--- src/rtl/axis_frame_sink_pkg.sv ---
// Shared types and helpers for the AXI4-Stream frame sink.
package axis_frame_sink_pkg;

    // Receive FSM states
    typedef enum logic [1:0] {
        S_IDLE    = 2'd0,
        S_FRAME   = 2'd1,
        S_DISCARD = 2'd2
    } sink_state_e;

    // tready backpressure modes
    typedef enum logic [1:0] {
        BP_ALWAYS = 2'd0,
        BP_ALT    = 2'd1,
        BP_LFSR   = 2'd2,
        BP_NEVER  = 2'd3
    } bp_mode_e;

    localparam int LFSR_W = 16;

    // Fibonacci taps for x^16+x^14+x^13+x^11+1 in a right-shifting register:
    // feedback is the XOR of bits 0, 2, 3 and 5.
    localparam logic [LFSR_W-1:0] LFSR_TAPS = 16'h002D;

    // One step of the right-shifting Fibonacci LFSR
    function automatic logic [LFSR_W-1:0] lfsr_next(input logic [LFSR_W-1:0] cur);
        return {^(cur & LFSR_TAPS), cur[LFSR_W-1:1]};
    endfunction

endpackage

--- src/rtl/axis_bp_lfsr.sv ---
// 16-bit Fibonacci LFSR producing the random tready pattern for BP_LFSR mode.
module axis_bp_lfsr
    import axis_frame_sink_pkg::*;
#(
    parameter logic [LFSR_W-1:0] SEED = 16'hACE1
) (
    input  logic clk,
    input  logic rst_n,
    input  logic en,
    output logic rand_bit
);

    logic [LFSR_W-1:0] lfsr_r;

    // Shift register: loads the non-zero seed on reset, steps when enabled
    always_ff @(posedge clk or negedge rst_n) begin
        if (!rst_n) begin
            lfsr_r <= SEED;
        end else if (en) begin
            lfsr_r <= lfsr_next(lfsr_r);
        end else begin
            lfsr_r <= lfsr_r;
        end
    end

    assign rand_bit = lfsr_r[0];

endmodule

--- src/rtl/axis_frame_sink.sv ---
// AXI4-Stream frame sink: programmable backpressure, framing / length /
// incrementing-data checks, saturating frame counters and sticky error flags.
module axis_frame_sink
    import axis_frame_sink_pkg::*;
#(
    parameter int                DATA_W    = 32,
    parameter int                LEN_W     = 16,
    parameter int                CNT_W     = 32,
    parameter logic [LFSR_W-1:0] LFSR_SEED = 16'hACE1
) (
    input  logic              aclk,
    input  logic              aresetn,
    input  logic [DATA_W-1:0] s_axis_tdata,
    input  logic              s_axis_tvalid,
    output logic              s_axis_tready,
    input  logic              s_axis_tlast,
    input  logic              s_axis_tuser,
    input  logic              cfg_en,
    input  logic [1:0]        cfg_bp_mode,
    input  logic [LEN_W-1:0]  cfg_frame_len,
    input  logic              cfg_chk_data,
    input  logic              clr_stats,
    output logic              frame_done,
    output logic [LEN_W-1:0]  last_len,
    output logic [CNT_W-1:0]  frame_cnt,
    output logic [CNT_W-1:0]  err_cnt,
    output logic              err_sof,
    output logic              err_len,
    output logic              err_data
);

    localparam logic [LEN_W-1:0]  LEN_ZERO  = {LEN_W{1'b0}};
    localparam logic [LEN_W-1:0]  LEN_ONE   = {{(LEN_W-1){1'b0}}, 1'b1};
    localparam logic [LEN_W-1:0]  LEN_MAX   = {LEN_W{1'b1}};
    localparam logic [DATA_W-1:0] DATA_ZERO = {DATA_W{1'b0}};
    localparam logic [DATA_W-1:0] DATA_ONE  = {{(DATA_W-1){1'b0}}, 1'b1};
    localparam logic [CNT_W-1:0]  CNT_ZERO  = {CNT_W{1'b0}};
    localparam logic [CNT_W-1:0]  CNT_ONE   = {{(CNT_W-1){1'b0}}, 1'b1};
    localparam logic [CNT_W-1:0]  CNT_MAX   = {CNT_W{1'b1}};

    // Saturating increment for the statistics counters
    function automatic logic [CNT_W-1:0] cnt_sat_inc(input logic [CNT_W-1:0] v);
        return (v == CNT_MAX) ? v : (v + CNT_ONE);
    endfunction

    // Saturating increment for the per-frame beat counter
    function automatic logic [LEN_W-1:0] len_sat_inc(input logic [LEN_W-1:0] v);
        return (v == LEN_MAX) ? v : (v + LEN_ONE);
    endfunction

    bp_mode_e          bp_mode_s;
    logic              lfsr_bit_s;
    logic              tready_r;
    logic              tready_nxt_s;
    logic              acc_s;

    sink_state_e       state_r;
    sink_state_e       state_nxt_s;
    logic [LEN_W-1:0]  beat_idx_r;
    logic [LEN_W-1:0]  beat_idx_nxt_s;
    logic [DATA_W-1:0] exp_data_r;
    logic [DATA_W-1:0] exp_data_nxt_s;
    logic              frame_err_r;
    logic              frame_err_nxt_s;

    logic              end_s;
    logic              ev_sof_s;
    logic              ev_data_s;
    logic              ev_len_s;
    logic              frame_bad_s;
    logic [LEN_W-1:0]  len_final_s;

    logic              frame_done_r;
    logic [LEN_W-1:0]  last_len_r;
    logic [CNT_W-1:0]  frame_cnt_r;
    logic [CNT_W-1:0]  err_cnt_r;
    logic              err_sof_r;
    logic              err_len_r;
    logic              err_data_r;

    assign bp_mode_s = bp_mode_e'(cfg_bp_mode);
    assign acc_s     = s_axis_tvalid & tready_r;

    axis_bp_lfsr #(
        .SEED (LFSR_SEED)
    ) u_bp_lfsr (
        .clk      (aclk),
        .rst_n    (aresetn),
        .en       (1'b1),
        .rand_bit (lfsr_bit_s)
    );

    // Next tready value; independent of tvalid so the sink never waits on the master
    always_comb begin
        tready_nxt_s = 1'b0;
        if (!cfg_en) begin
            tready_nxt_s = 1'b0;
        end else begin
            case (bp_mode_s)
                BP_ALWAYS: tready_nxt_s = 1'b1;
                BP_ALT:    tready_nxt_s = ~tready_r;
                BP_LFSR:   tready_nxt_s = lfsr_bit_s;
                BP_NEVER:  tready_nxt_s = 1'b0;
                default:   tready_nxt_s = 1'b0;
            endcase
        end
    end

    // tready register
    always_ff @(posedge aclk or negedge aresetn) begin
        if (!aresetn) begin
            tready_r <= 1'b0;
        end else begin
            tready_r <= tready_nxt_s;
        end
    end

    // Receive FSM next state, beat/data tracking and per-beat error events
    always_comb begin
        state_nxt_s     = state_r;
        beat_idx_nxt_s  = beat_idx_r;
        exp_data_nxt_s  = exp_data_r;
        frame_err_nxt_s = frame_err_r;
        end_s           = 1'b0;
        ev_sof_s        = 1'b0;
        ev_data_s       = 1'b0;
        ev_len_s        = 1'b0;
        frame_bad_s     = 1'b0;
        len_final_s     = len_sat_inc(beat_idx_r);

        if (!cfg_en) begin
            // Disabled: drop any partial frame without counting it
            state_nxt_s     = S_IDLE;
            beat_idx_nxt_s  = LEN_ZERO;
            frame_err_nxt_s = 1'b0;
        end else if (acc_s) begin
            case (state_r)
                S_IDLE: begin
                    beat_idx_nxt_s = LEN_ONE;
                    len_final_s    = LEN_ONE;
                    if (s_axis_tuser) begin
                        state_nxt_s     = S_FRAME;
                        exp_data_nxt_s  = s_axis_tdata + DATA_ONE;
                        frame_err_nxt_s = 1'b0;
                    end else begin
                        state_nxt_s     = S_DISCARD;
                        ev_sof_s        = 1'b1;
                        frame_err_nxt_s = 1'b1;
                    end
                end
                S_FRAME: begin
                    beat_idx_nxt_s = len_sat_inc(beat_idx_r);
                    exp_data_nxt_s = exp_data_r + DATA_ONE;
                    if (s_axis_tuser) begin
                        ev_sof_s = 1'b1;
                    end else begin
                        ev_sof_s = 1'b0;
                    end
                    if (cfg_chk_data && (s_axis_tdata != exp_data_r)) begin
                        ev_data_s = 1'b1;
                    end else begin
                        ev_data_s = 1'b0;
                    end
                    if (ev_sof_s || ev_data_s) begin
                        frame_err_nxt_s = 1'b1;
                    end else begin
                        frame_err_nxt_s = frame_err_r;
                    end
                end
                S_DISCARD: begin
                    beat_idx_nxt_s = len_sat_inc(beat_idx_r);
                end
                default: begin
                    state_nxt_s     = S_IDLE;
                    beat_idx_nxt_s  = LEN_ZERO;
                    frame_err_nxt_s = 1'b0;
                end
            endcase

            if (s_axis_tlast) begin
                // Frame ends on this beat whatever state it arrived in
                end_s = 1'b1;
                if ((cfg_frame_len != LEN_ZERO) && (len_final_s != cfg_frame_len)) begin
                    ev_len_s = 1'b1;
                end else begin
                    ev_len_s = 1'b0;
                end
                frame_bad_s     = frame_err_nxt_s | ev_len_s;
                state_nxt_s     = S_IDLE;
                beat_idx_nxt_s  = LEN_ZERO;
                frame_err_nxt_s = 1'b0;
            end else begin
                end_s = 1'b0;
            end
        end else begin
            state_nxt_s = state_r;
        end
    end

    // Receive FSM and frame tracking registers
    always_ff @(posedge aclk or negedge aresetn) begin
        if (!aresetn) begin
            state_r     <= S_IDLE;
            beat_idx_r  <= LEN_ZERO;
            exp_data_r  <= DATA_ZERO;
            frame_err_r <= 1'b0;
        end else begin
            state_r     <= state_nxt_s;
            beat_idx_r  <= beat_idx_nxt_s;
            exp_data_r  <= exp_data_nxt_s;
            frame_err_r <= frame_err_nxt_s;
        end
    end

    // Frame-end outputs, saturating counters and sticky flags; clr_stats wins
    always_ff @(posedge aclk or negedge aresetn) begin
        if (!aresetn) begin
            frame_done_r <= 1'b0;
            last_len_r   <= LEN_ZERO;
            frame_cnt_r  <= CNT_ZERO;
            err_cnt_r    <= CNT_ZERO;
            err_sof_r    <= 1'b0;
            err_len_r    <= 1'b0;
            err_data_r   <= 1'b0;
        end else begin
            frame_done_r <= end_s;
            if (end_s) begin
                last_len_r <= len_final_s;
            end else begin
                last_len_r <= last_len_r;
            end

            if (clr_stats) begin
                frame_cnt_r <= CNT_ZERO;
                err_cnt_r   <= CNT_ZERO;
                err_sof_r   <= 1'b0;
                err_len_r   <= 1'b0;
                err_data_r  <= 1'b0;
            end else begin
                err_sof_r  <= err_sof_r | ev_sof_s;
                err_len_r  <= err_len_r | ev_len_s;
                err_data_r <= err_data_r | ev_data_s;
                if (end_s && frame_bad_s) begin
                    err_cnt_r <= cnt_sat_inc(err_cnt_r);
                end else if (end_s) begin
                    frame_cnt_r <= cnt_sat_inc(frame_cnt_r);
                end else begin
                    frame_cnt_r <= frame_cnt_r;
                    err_cnt_r   <= err_cnt_r;
                end
            end
        end
    end

    assign s_axis_tready = tready_r;
    assign frame_done    = frame_done_r;
    assign last_len      = last_len_r;
    assign frame_cnt     = frame_cnt_r;
    assign err_cnt       = err_cnt_r;
    assign err_sof       = err_sof_r;
    assign err_len       = err_len_r;
    assign err_data      = err_data_r;

endmodule

--- config.mk ---
export PLATFORM = sky130hd
export DESIGN_NAME = axis_frame_sink
export DESIGN_NICKNAME = d
export VERILOG_FILES = /design/src/rtl/axis_frame_sink_pkg.sv /design/src/rtl/axis_bp_lfsr.sv /design/src/rtl/axis_frame_sink.sv
export SDC_FILE = /design/constraint.sdc
export NUM_CORES = 1
export LEC_CHECK = 0
export ABC_AREA = 1
export CAP_MARGIN = 20
export CELL_PAD_IN_SITES_DETAIL_PLACEMENT = 1
export CELL_PAD_IN_SITES_GLOBAL_PLACEMENT = 1
export CORE_ASPECT_RATIO = 1.4
export CORE_MARGIN = 5
export CORE_UTILIZATION = 40
export CTS_CLUSTER_SIZE = 25
export DETAILED_ROUTE_END_ITERATION = 16
export PLACE_DENSITY_LB_ADDON = 0.1
export SLEW_MARGIN = 40
export SYNTH_ARGS = -nofsm -noshare
export SYNTH_HDL_FRONTEND = slang
export SYNTH_HIERARCHICAL = 1
export SYNTH_SLANG_ARGS = --single-unit
export TNS_END_PERCENT = 30
--- constraint.sdc ---
create_clock -name aclk -period 3.59 [get_ports aclk]
set_input_delay 0.5385 -clock aclk [delete_from_list [all_inputs] [get_ports aclk]]
set_output_delay 0.5385 -clock aclk [all_outputs]
set_load 0.05 [all_outputs]
# Yosys cells after proc, flatten, opt, wreduce, memory -nomap -nowiden
# Index checks and enable logic that the tools add are counted.
op_classes:
  addsub: 5
  n_eq_ne: 16
  n_mux: 64
  n_bitwise: 6
  reduce_logical: 16
ops:
  columns: ["cell", "n"]
  rows:
  - ["2-to-1 mux 32 bit", 8]
  - ["2-to-1 mux 16 bit", 9]
  - ["adder 32 x 1 -> 32 bit (second input constant)", 4]
  - ["== test 32 bit (second input constant)", 2]
  - ["case mux 32 bit (2 select lines)", 1]
  - ["2-to-1 mux 1 bit", 37]
  - ["!= test 32 bit", 1]
  - ["case mux 16 bit (2 select lines)", 1]
  - ["adder 16 x 1 -> 16 bit (second input constant)", 1]
  - ["== test 16 bit (second input constant)", 1]
  - ["!= test 16 bit", 1]
  - ["nonzero test 16 bit", 1]
  - ["parity 16 bit", 1]
  - ["2-to-1 mux 2 bit", 4]
  - ["!= test 2 bit (second input constant)", 4]
  - ["== test 2 bit (second input constant)", 3]
  - ["nonzero test 2 bit", 3]
  - ["== test 2 x 1 -> 1 bit (second input constant)", 2]
  - ["logical NOT 2 bit", 2]
  - ["bitwise OR 1 bit", 4]
  - ["case mux 1 bit (4 select lines)", 1]
  - ["case mux 2 bit (2 select lines)", 1]
  - ["AND reduction 2 bit", 2]
  - ["AND reduction 4 bit", 1]
  - ["10 further kinds", 12]
word_totals:
  register_bits: 152
  inputBits: 58
  out_inout_bits: 85
  wordCells: 120

# Longest topological paths before layout
logic_depth:
  ltp_word: 18
  depth_mapped: 21
  depth_no_buf: 19

# Hierarchy
# Netlist, hierarchy kept.
by_module_without_submodules:
  columns: ["module", "n_inst", "cells_each", "area_per_inst_um2", "seq_area_each_um2"]
  rows:
  - ["axis_frame_sink", 1, 1426, 9661.8, 3403.3]
  - ["axis_bp_lfsr", 1, 79, 693.2, 410.4]

# Least setup slack after synthesis
# OpenSTA, ideal clock, no wires.
synth_path:
  path_type: "reg2reg"
  from: "reg frame_cnt_r[0] (netlist: frame_cnt[0])"
  to: "reg frame_cnt_r[28] (netlist: frame_cnt[28])"
  setup_time_ps: 119
  arrival_time_ps: 2431
  setup_slack_ps: 1040
  stages_incl_launch_ff: 15
  path_buffers: 1
  cell_sequence: "dfrtp_1 > ha_1 > nand3_1 > nor2_1 > inv_1 > nor2_1 > inv_1 > nor4_1 > nand3_1 > o21a_1 > nand3_4 > nand2_4 > buf_6 > nand2_1 > nand2_1"
synth_via:
  elab_chain_cells: 5
  elab_cells_between_ends: 8
synth_rtl:
  columns: ["item", "line_no", "rtl"]
  rows:
  - ["start, declared", "axis_frame_sink.sv:75", "logic [CNT_W-1:0] frame_cnt_r;"]
  - ["start signal, assigned", "axis_frame_sink.sv:246", "frame_cnt_r <= cnt_sat_inc(frame_cnt_r);"]
  - ["start signal, assigned", "axis_frame_sink.sv:248", "frame_cnt_r <= frame_cnt_r;"]
  - ["adder 32 x 1 -> 32 bit", "axis_frame_sink.sv:43", "return (v == CNT_MAX) ? v : (v + CNT_ONE);"]
  - ["2-to-1 mux 32 bit", "axis_frame_sink.sv:43", null]
  - ["2-to-1 mux 32 bit", "axis_frame_sink.sv:245", "end else if (end_s) begin"]
  - ["2-to-1 mux 32 bit", "axis_frame_sink.sv:243", "if (end_s && frame_bad_s) begin"]
  - ["2-to-1 mux 32 bit", "axis_frame_sink.sv:233", "if (clr_stats) begin"]
# Several ways; a longest one is shown, not always the timed one. The select of a mux whose other input is x is not followed.
# A chain may end at the register's enable or synchronous reset.

# Worst setup path in the final report
layout_path:
  from: "reg beat_idx_r[0]"
  to: "reg err_cnt_r[23] (netlist: err_cnt[23])"
layout_via:
  elab_chain_cells: 18
  elab_cells_between_ends: 19
layout_rtl:
  columns: ["item", "line_no", "rtl"]
  rows:
  - ["start, declared", "axis_frame_sink.sv:59", "logic [LEN_W-1:0] beat_idx_r;"]
  - ["start signal, assigned", "axis_frame_sink.sv:209", "beat_idx_r <= beat_idx_nxt_s;"]
  - ["adder 16 x 1 -> 16 bit / == test 16 bit (equally long branches)", "axis_frame_sink.sv:48", "return (v == LEN_MAX) ? v : (v + LEN_ONE);"]
  - ["2-to-1 mux 16 bit (*)", null, null]
  - ["2-to-1 mux 16 bit (*)", "axis_frame_sink.sv:137", "case (state_r)"]
  - ["2-to-1 mux 16 bit (*)", "axis_frame_sink.sv:136", "end else if (acc_s) begin"]
  - ["2-to-1 mux 16 bit (*)", "axis_frame_sink.sv:131", "if (!cfg_en) begin"]
  - ["!= test 16 bit (*)", "axis_frame_sink.sv:183", "if ((cfg_frame_len != LEN_ZERO) && (len_final_s != cfg_frame_len)) begin"]
  - ["logical AND 1 bit (*)", "axis_frame_sink.sv:183", null]
  - ["2-to-1 mux 1 bit (*)", "axis_frame_sink.sv:183", null]
  - ["[2 not listed]", null, null]
  - ["2-to-1 mux 1 bit (*)", "axis_frame_sink.sv:131", null]
  - ["bitwise OR 1 bit (*)", "axis_frame_sink.sv:188", "frame_bad_s = frame_err_nxt_s | ev_len_s;"]
  - ["2-to-1 mux 1 bit (*)", "axis_frame_sink.sv:180", "if (s_axis_tlast) begin"]
  - ["2-to-1 mux 1 bit (*)", "axis_frame_sink.sv:136", null]
  - ["2-to-1 mux 1 bit (*)", "axis_frame_sink.sv:131", null]
  - ["logical AND 1 bit (*)", "axis_frame_sink.sv:243", null]
  - ["nonzero test 2 bit (no source line) (*)", null, null]
  - ["AND reduction 2 bit (no source line) (*)", null, null]
  - ["end signal, assigned", "axis_frame_sink.sv:244", "err_cnt_r <= cnt_sat_inc(err_cnt_r);"]
  - ["end signal, assigned", "axis_frame_sink.sv:249", "err_cnt_r <= err_cnt_r;"]
  - ["end, declared", "axis_frame_sink.sv:76", "logic [CNT_W-1:0] err_cnt_r;"]
# Mark *: on every way between the ends. The rest lies on a longest branch, timed or not. The select of a mux whose other input is x is not followed.

==> summary.txt <==
Route
  • Vias per inst: 5.25
  • Total number of vias: 10,300
  • Final ANT Viol Nets: 0
  • Iter 0 DRT Violations: approximately 350
  • Avg WL per Cell: around 17 µm
  • Total wire length: between 30,000 and 40,000 µm
  • DR DRC count: 0
  • Router iterations before antenna repair: 5

Final layout
  • Final Non-Filler Cells: between 1,500 and 2,000
  • Final net count: between 1,500 and 2,000
  • Share of cells above drive strength 1: 0.0676
  • Area growth syn-to-layout: 22.4%
  • Ant. Diodes: 0

Global routing
  • GRT Overall Usage: 0.229
  • Number of global-route vias before repair: between 10,000 and 15,000
  • Global-route wire length before repair: approximately 55,000 µm
  • Largest net degree at the start of global routing: 65
  • Initial antenna violation count: 0
  • Grt total ovfl: 0

Yosys
  • Synth unique cells: 36
  • Post-Synth XOR/XNOR Area: 0.0820
  • Average size of a mapped cell: between 6 and 7 µm²
  • Seq cells post-synth: 152
  • Ys Warns: 6
  • Syn nets: 1,571
  • Synth Area in Simple Gates: 0.391
  • Post-synthesis compound-gate area fraction: 0.0602
  • Sequential share of the synthesized area: 0.368
  • Post-Synth Adder-Cell Area: 0.00967
  • Largest family of logic cells by synthesized area: simple AND/OR/NAND/NOR gates
  • Mux share of post-synthesis cell area: 0.00193
  • Synth Instances: between 1,500 and 2,000
  • Synthesized area: approximately 10,000 µm²

Worst setup path
  • Critical path peak fanout: 33
  • Kind of critical path: reg2reg
  • Crit start category: flip-flop
  • Crit end category: flip-flop
  • Slowest CP cell: dfrtp_1
  • Worst EP required: 3.96 ns
  • Crit path max-delay family: simple AND/OR/NAND/NOR gates
  • Slowest stage delay, CP: between 0.4 and 0.5 ns
  • Most used cell, CP: nand2_1
  • WP data arrival: 3.59 ns
  • CP cell instances: ha_1 > nand2_2 > nor2_4 > nand2_2 > nor2_4 > inv_2 > nand3_1 > nand2_1 > nand2_1 > nand2_1 > nor2_1 > nand2_1 > nor2_1 > nand2_1 > nand2_2 > nand2_4 > nand2_4 > nand3_1 > nand2_1
  • CP bufs+invs: 1

Pwr
  • Logic pwr share: 0.188
  • Internal Pwr Total: approximately 0.0034 W
  • Pwr dens: 382 nW/µm²
  • Net Sw Frac: 0.299
  • Worst VDD drop: 0.000343 V
  • Power share of the clock group: 0.396
  • Reg power frac: 0.417
  • Static Leak: 5.57 nW
  • Switch Pwr: 0.00145 W

Placement
  • Number of buffers inserted by port buffering: approximately 140
  • Routability cong.: 0.853
  • HPWL after DPL: 25,000 µm
  • Placed cell count: roughly 1,900

Timing
  • Final Cycle Share: 0.898
  • RSZ-0062 raised after global routing: no
  • Final setup violation count: 0
  • Final min period: roughly 3.2 ns
  • Slew Limit Fails: 0
  • Clock skew: around 0.0097 ns
  • Fmax: ~310 MHz
  • Final Hold Viols: 0
  • Max-slew headroom: 0.476
  • Fin Setup TNS: 0 ns
  • Actual slew at the worst max-slew pin: between 0.7 and 0.8 ns

Clock tree
  • Worst-skew pair later-pin latency: ~0.44 ns
  • CTS buffer count: 17
  • Sink Count: 152
  • CTS tree: done
  • Post-CTS setup repair buffer count: 0
  • Clk slew on worst S/H paths: roughly 0.070 ns
  • Hold_buf cts: 0
  • Clk root buf: clkbuf_16
  • Clock buffer depth: 2
  • CTS HTree Levels: 4

Die
  • Die Y: 200 µm
  • IO Pins: 143
  • Die Area: about 29,000 µm²
  • Core area: ~25,000 µm²
  • Die extent in x: roughly 150 µm
  • Num rows: 69
  • Initial Util: 0.407

Hold path
  • Hold Path Class: in2async

Outcome
  • Status: complete, no violations

Flow run
  • Total of max-cap violations: 0
-- final cells by class --
type                    count  area, µm²
well taps                 319        399
repair buffers            159       1590
multi-input cells        1141       5670
clock buffers              22        464
inverters                 158        598
clock inverters            10        141
fillers                  3316      12800
flip-flops and latches    152       3810
-- cell usage after synthesis --
library cell | count | area [µm²]
nand2_1 | 467 | 1750
nor2_4 | 3 | 33.8
nand2_4 | 3 | 33.8
or2_2 | 25 | 156
buf_2 | 13 | 65.1
o32ai_1 | 1 | 8.76
conb_1 | 1 | 3.75
nand2_2 | 11 | 68.8
clkbuf_1 | 22 | 82.6
nor2_1 | 156 | 586
inv_2 | 4 | 15.0
nand3b_1 | 10 | 75.1
inv_1 | 153 | 574
o21ai_0 | 79 | 395
ha_1 | 8 | 100
buf_6 | 10 | 113
xnor2_1 | 52 | 455
nor2_2 | 2 | 12.5
dfrtp_1 | 144 | 3600
o21ai_1 | 3 | 15.0
xor2_1 | 45 | 394
nand3_1 | 109 | 546
inv_6 | 1 | 8.76
o31ai_1 | 3 | 22.5
o21ai_2 | 2 | 17.5
buf_1 | 9 | 33.8
nand4_1 | 69 | 432
o22ai_1 | 15 | 93.8
nor4_1 | 19 | 119
nor3_1 | 44 | 220
o211a_1 | 1 | 10.0
a21oi_1 | 6 | 30.0
nand3_4 | 1 | 17.5
o21a_1 | 4 | 30.0
mux2i_1 | 2 | 20.0
dfstp_2 | 8 | 210
-- power groups by stage --
stage	sequential [W]	clock, W	combinational, W
floorplan	0.00206	0	0.000579
global placement	0.00204	0	0.000876
detailed placement	0.00205	0	0.000910
CTS	0.00202	0.00196	0.000918
global route	0.00204	0.00202	0.00103
finish	0.00202	0.00191	0.000907
-- flip-flops by register name, summed over array words and instances, names as in the netlist, 2 cells and up --
| register | cells |
|---|---|
| err_cnt | 32 |
| beat_idx_r | 16 |
| exp_data_r | 32 |
| state_r | 2 |
| u_bp_lfsr/lfsr_r | 16 |
| last_len | 16 |
| frame_cnt | 32 |
-- stage by stage --
stage                     setup slack (ns)  area, µm²  hold slack, ns   util  total power [W]
after floorplan                       1.04      10400           0.243      -          0.00264
after global placement               0.344      12000           0.462  0.472          0.00292
after detailed placement             0.271      12100           0.474  0.474          0.00296
after CTS                            0.251      12700          0.0611  0.497          0.00489
after global routing                0.0128      12700          0.0860  0.498          0.00509
final                                0.367      12700          0.0560  0.498          0.00484
-- worst register-to-register path: stages (launching register included) --
cell,delay (ns)
dfrtp_1,0.41
ha_1,0.25
nand2_2,0.09
nor2_4,0.14
nand2_2,0.12
nor2_4,0.18
inv_2,0.17
nand3_1,0.17
nand2_1,0.08
nand2_1,0.08
nand2_1,0.05
nor2_1,0.11
nand2_1,0.08
nor2_1,0.12
nand2_1,0.08
nand2_2,0.15
nand2_4,0.25
nand2_4,0.39
nand3_1,0.14
nand2_1,0.08
-- worst paths after layout --
kind	start	to	slack (ns)	cells after the start
setup reg to reg	beat_idx_r[0]$_DFFE_PN0P_	err_cnt[23]$_DFFE_PN0P_	0.37	19
min in group aclk	u_bp_lfsr/lfsr_r[7]$_DFFE_PN1P_	u_bp_lfsr/lfsr_r[6]$_DFFE_PN1P_	0.48	2
hold / removal	aresetn	last_len[12]$_DFFE_PN0P_	0.06	1
max in group asynchronous	aresetn	exp_data_r[14]$_DFFE_PN0P_	2.50	3
hold reg to reg	u_bp_lfsr/lfsr_r[7]$_DFFE_PN1P_	u_bp_lfsr/lfsr_r[6]$_DFFE_PN1P_	0.48	2
setup / recovery	beat_idx_r[0]$_DFFE_PN0P_	err_cnt[23]$_DFFE_PN0P_	0.37	19
-- timing repair --
action | CTS | global route
endpoints found under the hold margin | 0 | 0
resized for setup | 0 | 1
setup endpoints to repair | 0 | 10
-- metal layers --
| metal | track usage | vias up | share of wire |
|---|---|---|---|
| li1 | - | 5086 | - |
| met1 | 0.268 | 5010 | 0.42 |
| met2 | 0.433 | 160 | 0.53 |
| met3 | 0.0328 | 35 | 0.028 |
| met4 | 0.0649 | 0 | 0.019 |
| met5 | 0 | - | 0 |
-- layout by cell type (no fill, tap or decap), types with 3 or more instances in the layout --
cell | Yosys | routed
xnor2_1 | 52 | 52
nor2_1 | 156 | 155
o21ai_1 | 3 | 3
nand3b_1 | 10 | 10
ha_1 | 8 | 7
nor4_1 | 19 | 19
nand3_1 | 109 | 109
inv_2 | 4 | 5
nor2_4 | 3 | 3
o22ai_1 | 15 | 15
o21ai_0 | 79 | 79
clkbuf_1 | 22 | 3
nor3_1 | 44 | 44
inv_1 | 153 | 152
bufinv_16 | 0 | 3
buf_4 | 0 | 15
dfrtp_1 | 144 | 144
nand2_1 | 467 | 467
nand2_2 | 11 | 11
dfstp_2 | 8 | 8
a21oi_1 | 6 | 5
clkbuf_16 | 0 | 17
o31ai_1 | 3 | 3
inv_6 | 1 | 3
nor2_2 | 2 | 3
o21a_1 | 4 | 4
nand4_1 | 69 | 69
clkdlybuf4s50_1 | 0 | 141
or2_2 | 25 | 25
xor2_1 | 45 | 45
-- kinds of logic (layout without fill, tap and decap cells) --
logic type,Yosys count,after routing
xor+xnor,97,97
flops,152,152
fa+ha+maj,8,8
mux,2,2
buf+inv,212,349
compound gates,114,114
simple gates,919,919
other cells,1,1
(Power assumes the default switching activity.)
